==> config.mk <==
export PLATFORM = sky130hd
export DESIGN_NAME = input_debouncer
export DESIGN_NICKNAME = d
export VERILOG_FILES = /design/src/rtl/input_debouncer.sv
export SDC_FILE = /design/constraint.sdc
export NUM_CORES = 1
export LEC_CHECK = 0
export ABC_AREA = 1
export BUFFER_PORTS_ARGS = -buffer_cell sky130_fd_sc_hd__buf_2
export CORE_UTILIZATION = 38
export CTS_CLUSTER_SIZE = 10
export DETAILED_ROUTE_END_ITERATION = 6
export GPL_TIMING_DRIVEN = 0
export SLEW_MARGIN = 40
export SYNTH_ARGS = -nofsm -noshare
export SYNTH_HDL_FRONTEND = slang
export SYNTH_SLANG_ARGS = --single-unit
==> constraint.sdc <==
create_clock -name clk -period 1.4 [get_ports clk]
set_clock_uncertainty 0.05 [all_clocks]
set_input_delay 0.14 -clock clk [delete_from_list [all_inputs] [get_ports clk]]
set_output_delay 0.14 -clock clk [all_outputs]
set_load 0.005 [all_outputs]
==> src/rtl/input_debouncer.sv <==
`default_nettype none
// ============================================================================
// input_debouncer : per-channel synchroniser + glitch-rejecting debouncer
//                   with registered rise/fall pulses.  Rev 1.0
// ============================================================================
module input_debouncer #(
   parameter int WIDTH       = 2,
   parameter int SYNC_STAGES = 2,
   parameter int CNT_MAX     = 4
) (
   input  logic             clk,
   input  logic             rst_n,
   input  logic [WIDTH-1:0] raw_in,
   output logic [WIDTH-1:0] clean_out,
   output logic [WIDTH-1:0] rise,
   output logic [WIDTH-1:0] fall,
   output logic             busy
);

   localparam int            CW       = (CNT_MAX > 1) ? $clog2(CNT_MAX) : 1;
   localparam logic [CW-1:0] CNT_LAST = CW'(CNT_MAX - 1);
   localparam logic [0:0]    S_IDLE   = 1'b0;
   localparam logic [0:0]    S_VERIFY = 1'b1;

   logic [WIDTH-1:0] verify_w;

   generate
      for (genvar i = 0; i < WIDTH; i++) begin : g_ch
         logic [SYNC_STAGES-1:0] sync_q;
         logic [0:0]             state_q, state_d;
         logic [CW-1:0]          cnt_q, cnt_d;
         logic                   clean_q, clean_d;
         logic                   rise_q, rise_d;
         logic                   fall_q, fall_d;
         logic                   sync_w;

         assign sync_w = sync_q[SYNC_STAGES-1];

         always_comb begin
            state_d = state_q;
            cnt_d   = cnt_q;
            clean_d = clean_q;
            rise_d  = 1'b0;
            fall_d  = 1'b0;
            case (state_q)
               S_IDLE: begin
                  cnt_d = '0;
                  if (sync_w != clean_q) begin
                     state_d = S_VERIFY;
                     cnt_d   = CW'(1);
                  end
               end
               default: begin
                  if (sync_w == clean_q) begin
                     state_d = S_IDLE;
                     cnt_d   = '0;
                  end else if (cnt_q == CNT_LAST) begin
                     // Input held long enough: commit it and flag the edge.
                     clean_d = sync_w;
                     rise_d  = sync_w;
                     fall_d  = ~sync_w;
                     state_d = S_IDLE;
                     cnt_d   = '0;
                  end else begin
                     cnt_d = cnt_q + CW'(1);
                  end
               end
            endcase
         end

         always_ff @(posedge clk or negedge rst_n) begin
            if (!rst_n) begin
               sync_q  <= '0;
               state_q <= S_IDLE;
               cnt_q   <= '0;
               clean_q <= 1'b0;
               rise_q  <= 1'b0;
               fall_q  <= 1'b0;
            end else begin
               sync_q  <= {sync_q[SYNC_STAGES-2:0], raw_in[i]};
               state_q <= state_d;
               cnt_q   <= cnt_d;
               clean_q <= clean_d;
               rise_q  <= rise_d;
               fall_q  <= fall_d;
            end
         end

         assign clean_out[i] = clean_q;
         assign rise[i]      = rise_q;
         assign fall[i]      = fall_q;
         assign verify_w[i]  = (state_q == S_VERIFY);
      end
   endgenerate

   assign busy = |verify_w;

endmodule
`default_nettype wire
# Word level (Yosys, flattened, before mapping)

Cells that the tools add are included.

Bits in registers: 16
Output and inout port bits: 7
Logic and storage cells: 55

Add/sub/neg operators: 2
Equality and inequality tests: 6
Multiplexer cells: 28
Bitwise gates (word level): 4
Reductions and logical operators: 3

Operators with widths:

| cell                | count |
|---|---|
| $mux 1              | 22 |
| $mux 2              | 6 |
| $reduce_and 3->1    | 2 |
| $add 2x1->2 const B | 2 |
| $eq 2x2->1 const B  | 2 |
| $not 1->1           | 4 |
| $eq 1x1->1          | 2 |
| $ne 1x1->1          | 2 |
| $reduce_or 2->1     | 1 |

# Longest topological paths before layout

Depth after elaboration: 4
Mapped depth: 4

# Worst setup path after synthesis

No wires, ideal clock.

Kind: register to register
From: reg g_ch[1].cnt_q[0]
To: reg g_ch[1].cnt_q[0]
Setup time: 0.069 ns
Arrival time: 0.808 ns
Slack: 0.473 ns
Stages on the path, launching flop included: 5
Buffers on the path: 0
Cell sequence: dfrtp_1 -> ha_1 -> nand2_2 -> nand3_2 -> nor2_2

Longest elaborated chain between the ends: 4

Ends and longest elaborated chain:

| element                                          | line   | source |
|---|---|---|
| start: declaration                               | 31     | `logic [CW-1:0] cnt_q, cnt_d;` |
| start signal: assignment                         | 82     | `cnt_q <= cnt_d;` |
| $add 2x1->2 / $eq 2x2->1 (equally long branches) | 65, 57 |  |
| $mux 2 (*)                                       | 57     | `end else if (cnt_q == CNT_LAST) begin` |
| $mux 2 (*)                                       | 54     | `if (sync_w == clean_q) begin` |
| $mux 2 (*)                                       | 45     | `case (state_q)` |
| via g_ch[1].cnt_d[0]                             | 31     |  |

The timed path passes the listed nets; every way through them passes the cells marked *.
A chain may end at the register's enable or synchronous reset.

# Final worst setup path

From: reg g_ch[0].state_q
To: out busy

Longest elaborated chain between the ends: 1

Ends and longest elaborated chain:

| element                  | line | source |
|---|---|---|
| start: declaration       | 30   | `logic [0:0] state_q, state_d;` |
| start signal: assignment | 81   | `state_q <= state_d;` |
| $reduce_or 2->1          | 96   | `assign busy = \|verify_w;` |
| end: declaration         | 17   | `output logic busy` |

No other way between the ends.

==> results.txt <==
----------------------------------------------------
[Run status]
  Result of the run ... completed

[Layout]
  Layout cells sized above 1 ... 0.4000
  Fin cells ... 91
  Footprint of the multi-input gates ... ~160 um2
  Layout filler cell count ... between 150 and 200
  Layout Cell Area excl Fill ... around 760 um2
  Net count of the finished layout ... 83
  Diode insertion count for antenna repair ... 0
  Register area ... ~400 um2
  P&R area growth vs syn ... 19.18%
  Finished Core Util ... 0.4943

[Yosys]
  Primary FF master, synth ... sky130_fd_sc_hd__dfrtp_1
  Async set-reset flop share out of synthesis ... 1.000
  Number of flops mapped to enable cells by yosys ... 0
  Cell types with the largest area share after synthesis ... sky130_fd_sc_hd__dfrtp_1, sky130_fd_sc_hd__buf_4, sky130_fd_sc_hd__nand2_1
  Area of the mapped netlist ... ~640 um2
  Yosys warnings ... 0
  Sequential area share after synthesis ... 0.6262
  Number of storage elements in the synthesis netlist ... 16
  Count of distinct cell types in the synthesized netlist ... 13
  Cell type contributing the most total cell area after synthesis ... sky130_fd_sc_hd__dfrtp_1
  Synthesized net count ... 65
  Top cells by instance count after synthesis ... sky130_fd_sc_hd__dfrtp_1, sky130_fd_sc_hd__nand2_1, sky130_fd_sc_hd__buf_4, sky130_fd_sc_hd__inv_1
  Top-area cell type share of the netlist area ... 0.6262
  Instance count of the mapped netlist ... between 50 and 60
  Avg Synthesized Cell Area ... between 10 and 15 um2
  Count leader, synth ... sky130_fd_sc_hd__dfrtp_1

[Worst setup path]
  Register-to-register setup slack ... approximately 0.40 ns
  Start-to-end type of the worst setup path ... register to primary output
  Kind of end point of the critical path ... primary output
  Top fanout value on the critical path ... 4
  Critical path data arrival time ... between 1 and 1.5 ns
  Required time of the critical path ... 1.21 ns
  Startpoint type of the worst setup path ... register

[Die]
  Vertical die dimension ... between 40 and 50 um
  Die ar. ... 1851 um2
  Placement Rows ... 14
  Width of the chip ... ~43 um
  Total I/O pin count ... 11
  Initial standard-cell utilization of the core ... 0.4148
  Core footprint ... 1541 um2

[Pwr]
  Overall Power ... about 1.3 mW
  Total power density per cell area ... 1699 nW/um2
  Highest ir drop seen on vdd ... 759.7 uV
  Leakage power total ... roughly 0.43 nW

[Placed design]
  RD Place Congestion ... between 0.7 and 0.8
  Count of input and output buffers ... 10
  Placed standard-cell area ... just over 700 um2
  Post-detailed-placement half-perimeter wirelength ... 565.6 um
  Placed Cells incl. Taps ... 85
  Setup slack at placement ... between 0.3 and 0.4 ns

[Timing]
  WHS ... 0.2421 ns
  Final slew viol count ... 0
  RSZ-0062 raised after global routing ... no
  Max Freq ... 770.0 MHz
  Post-route minimum period ... ~1.3 ns
  Setup WS post-layout ... 0.1013 ns
  Final period utilization ... 0.9276
  Final-layout setup total negative slack ... 0 ns
  Rel. slew slack ... 0.7738
  Worst-margin pin slew ... 0.3393 ns
  Final number of hold-violating endpoints ... 0
  Number of setup violations in the final report ... 0

[Clock tree]
  Clock tree from TritonCTS ... built
  Bufs on Longest Clock Path ... 2
  Worst-skew pair later-pin latency ... around 0.27 ns
  Post-CTS Resized ... 0
  Root Buffer ... sky130_fd_sc_hd__clkbuf_4
  CTS Sinks ... 16
  Cts bufs inserted ... 3
  Number of levels in the clock H-tree ... 1
  CTS clock-pin slew for the worst setup and hold paths ... 0.09 ns

[Global routing]
  All-Layer GR Usage ... 0.1072
  GRT Residual Overflow ... 0
  Antenna violations before repair ... 0
  Number of global-route vias before repair ... 349
  Pin count of the biggest net entering global routing ... 17
  Global-route wire length before repair ... around 1400 um

[Drt]
  DRC marker count from the first detailed-route iteration ... 2
  Sum of routed wire length over all layers ... slightly below 800 um
  Wire per inst ... between 8 and 9 um
  Number of nets still failing antenna checks after routing ... 0
  Number of vias per cell after detailed routing ... about 4.2
  Number of DRC violations after detailed routing ... 0
  Detailed-route via count ... about 390
  Number of detailed-route iterations in the first pass ... 3

[Hold path]
  Hold WC Path Type ... input pin to async pin

[Flow run]
  # Max-Cap Violations ... 0

----------------------------------------------------
[metal layers]
metal | GRT usage | part of all wire | vias to the layer above
met2 | 0.1455 | 0.43 | 9
met4 | 0.07273 | 0.011 | 0
met1 | 0.1504 | 0.51 | 164
li1 | - | - | 211
met5 | 0 | 0 | -
met3 | 0.02553 | 0.045 | 2
[cells in the final DEF, fill, tap and decap left out]
| master | synthesis | final |
|---|---|---|
| sky130_fd_sc_hd__buf_4 | 6 | 6 |
| sky130_fd_sc_hd__dfrtp_1 | 16 | 16 |
| sky130_fd_sc_hd__or2_2 | 1 | 1 |
| sky130_fd_sc_hd__inv_1 | 6 | 6 |
| sky130_fd_sc_hd__nand2_2 | 4 | 4 |
| sky130_fd_sc_hd__nand3_2 | 2 | 2 |
| sky130_fd_sc_hd__nor2_2 | 2 | 2 |
| sky130_fd_sc_hd__nand2_1 | 10 | 10 |
| sky130_fd_sc_hd__inv_2 | 2 | 2 |
| sky130_fd_sc_hd__nor2_1 | 2 | 2 |
| sky130_fd_sc_hd__dlygate4sd3_1 | 0 | 3 |
| sky130_fd_sc_hd__ha_1 | 2 | 2 |
| sky130_fd_sc_hd__nor3_1 | 4 | 4 |
| sky130_fd_sc_hd__clkbuf_4 | 0 | 3 |
| sky130_fd_sc_hd__buf_2 | 0 | 10 |
| sky130_fd_sc_hd__o21ai_1 | 2 | 2 |
[worst max-delay path, stage by stage (launching register included)]
cell and delay, ns:
sky130_fd_sc_hd__dfrtp_1 0.42, sky130_fd_sc_hd__or2_2 0.30, sky130_fd_sc_hd__buf_2 0.13
[repair_timing]
| item | in CTS | in global routing |
|---|---|---|
| endpoints found under the hold margin | 18 | 0 |
| hold buffers | 3 | 0 |
| buffers inserted | 0 | 0 |
| setup endpoints to repair | 0 | 0 |
[sequential cells by signal, indices dropped and copies added (netlist names)]
register	count
g_ch.clean_q	2
g_ch.cnt_q	4
g_ch.fall_q	2
g_ch.rise_q	2
g_ch.state_q	2
g_ch.sync_q	4
[cells by family after synthesis]
logic type | share of synthesized area
buffers and inverters | 0.1174
and+or+nand+nor | 0.2016
adders and majority gates | 0.03913
DFF | 0.6262
AOI/OAI and AO/OA | 0.01566
[path summary, 6_finish.rpt]
path                                              from                           to  cells past startpoint
setup / recovery             g_ch[0].state_q$_DFF_PN0_                         busy                      2
hold / removal                                   rst_n     g_ch[1].rise_q$_DFF_PN0_                      2
setup reg to reg            g_ch[1].cnt_q[0]$_DFF_PN0_   g_ch[1].cnt_q[0]$_DFF_PN0_                      4
hold reg to reg            g_ch[1].sync_q[0]$_DFF_PN0_  g_ch[1].sync_q[1]$_DFF_PN0_                      0
max in group asynchronous                        rst_n   g_ch[0].cnt_q[1]$_DFF_PN0_                      2
min in group clk           g_ch[1].sync_q[0]$_DFF_PN0_  g_ch[1].sync_q[1]$_DFF_PN0_                      0
[report_power, final]
part	internal [mW]	switching (mW)	leakage (nW)
registers	0.582	0.0941	0.202
clock network	0.0994	0.132	0.0138
logic	0.193	0.194	0.216
total	0.875	0.419	0.432
[final cells by class]
| type | instances | area share |
|---|---|---|
| timing repair buffer | 13 | 0.1051 |
| clock buffer | 3 | 0.02956 |
| buffer | 6 | 0.05911 |
| multi-input combinational | 29 | 0.2151 |
| tap | 16 | 0.02627 |
| sequential | 16 | 0.5255 |
| inverter | 8 | 0.03941 |
Power figures use the tool's default switching activity.
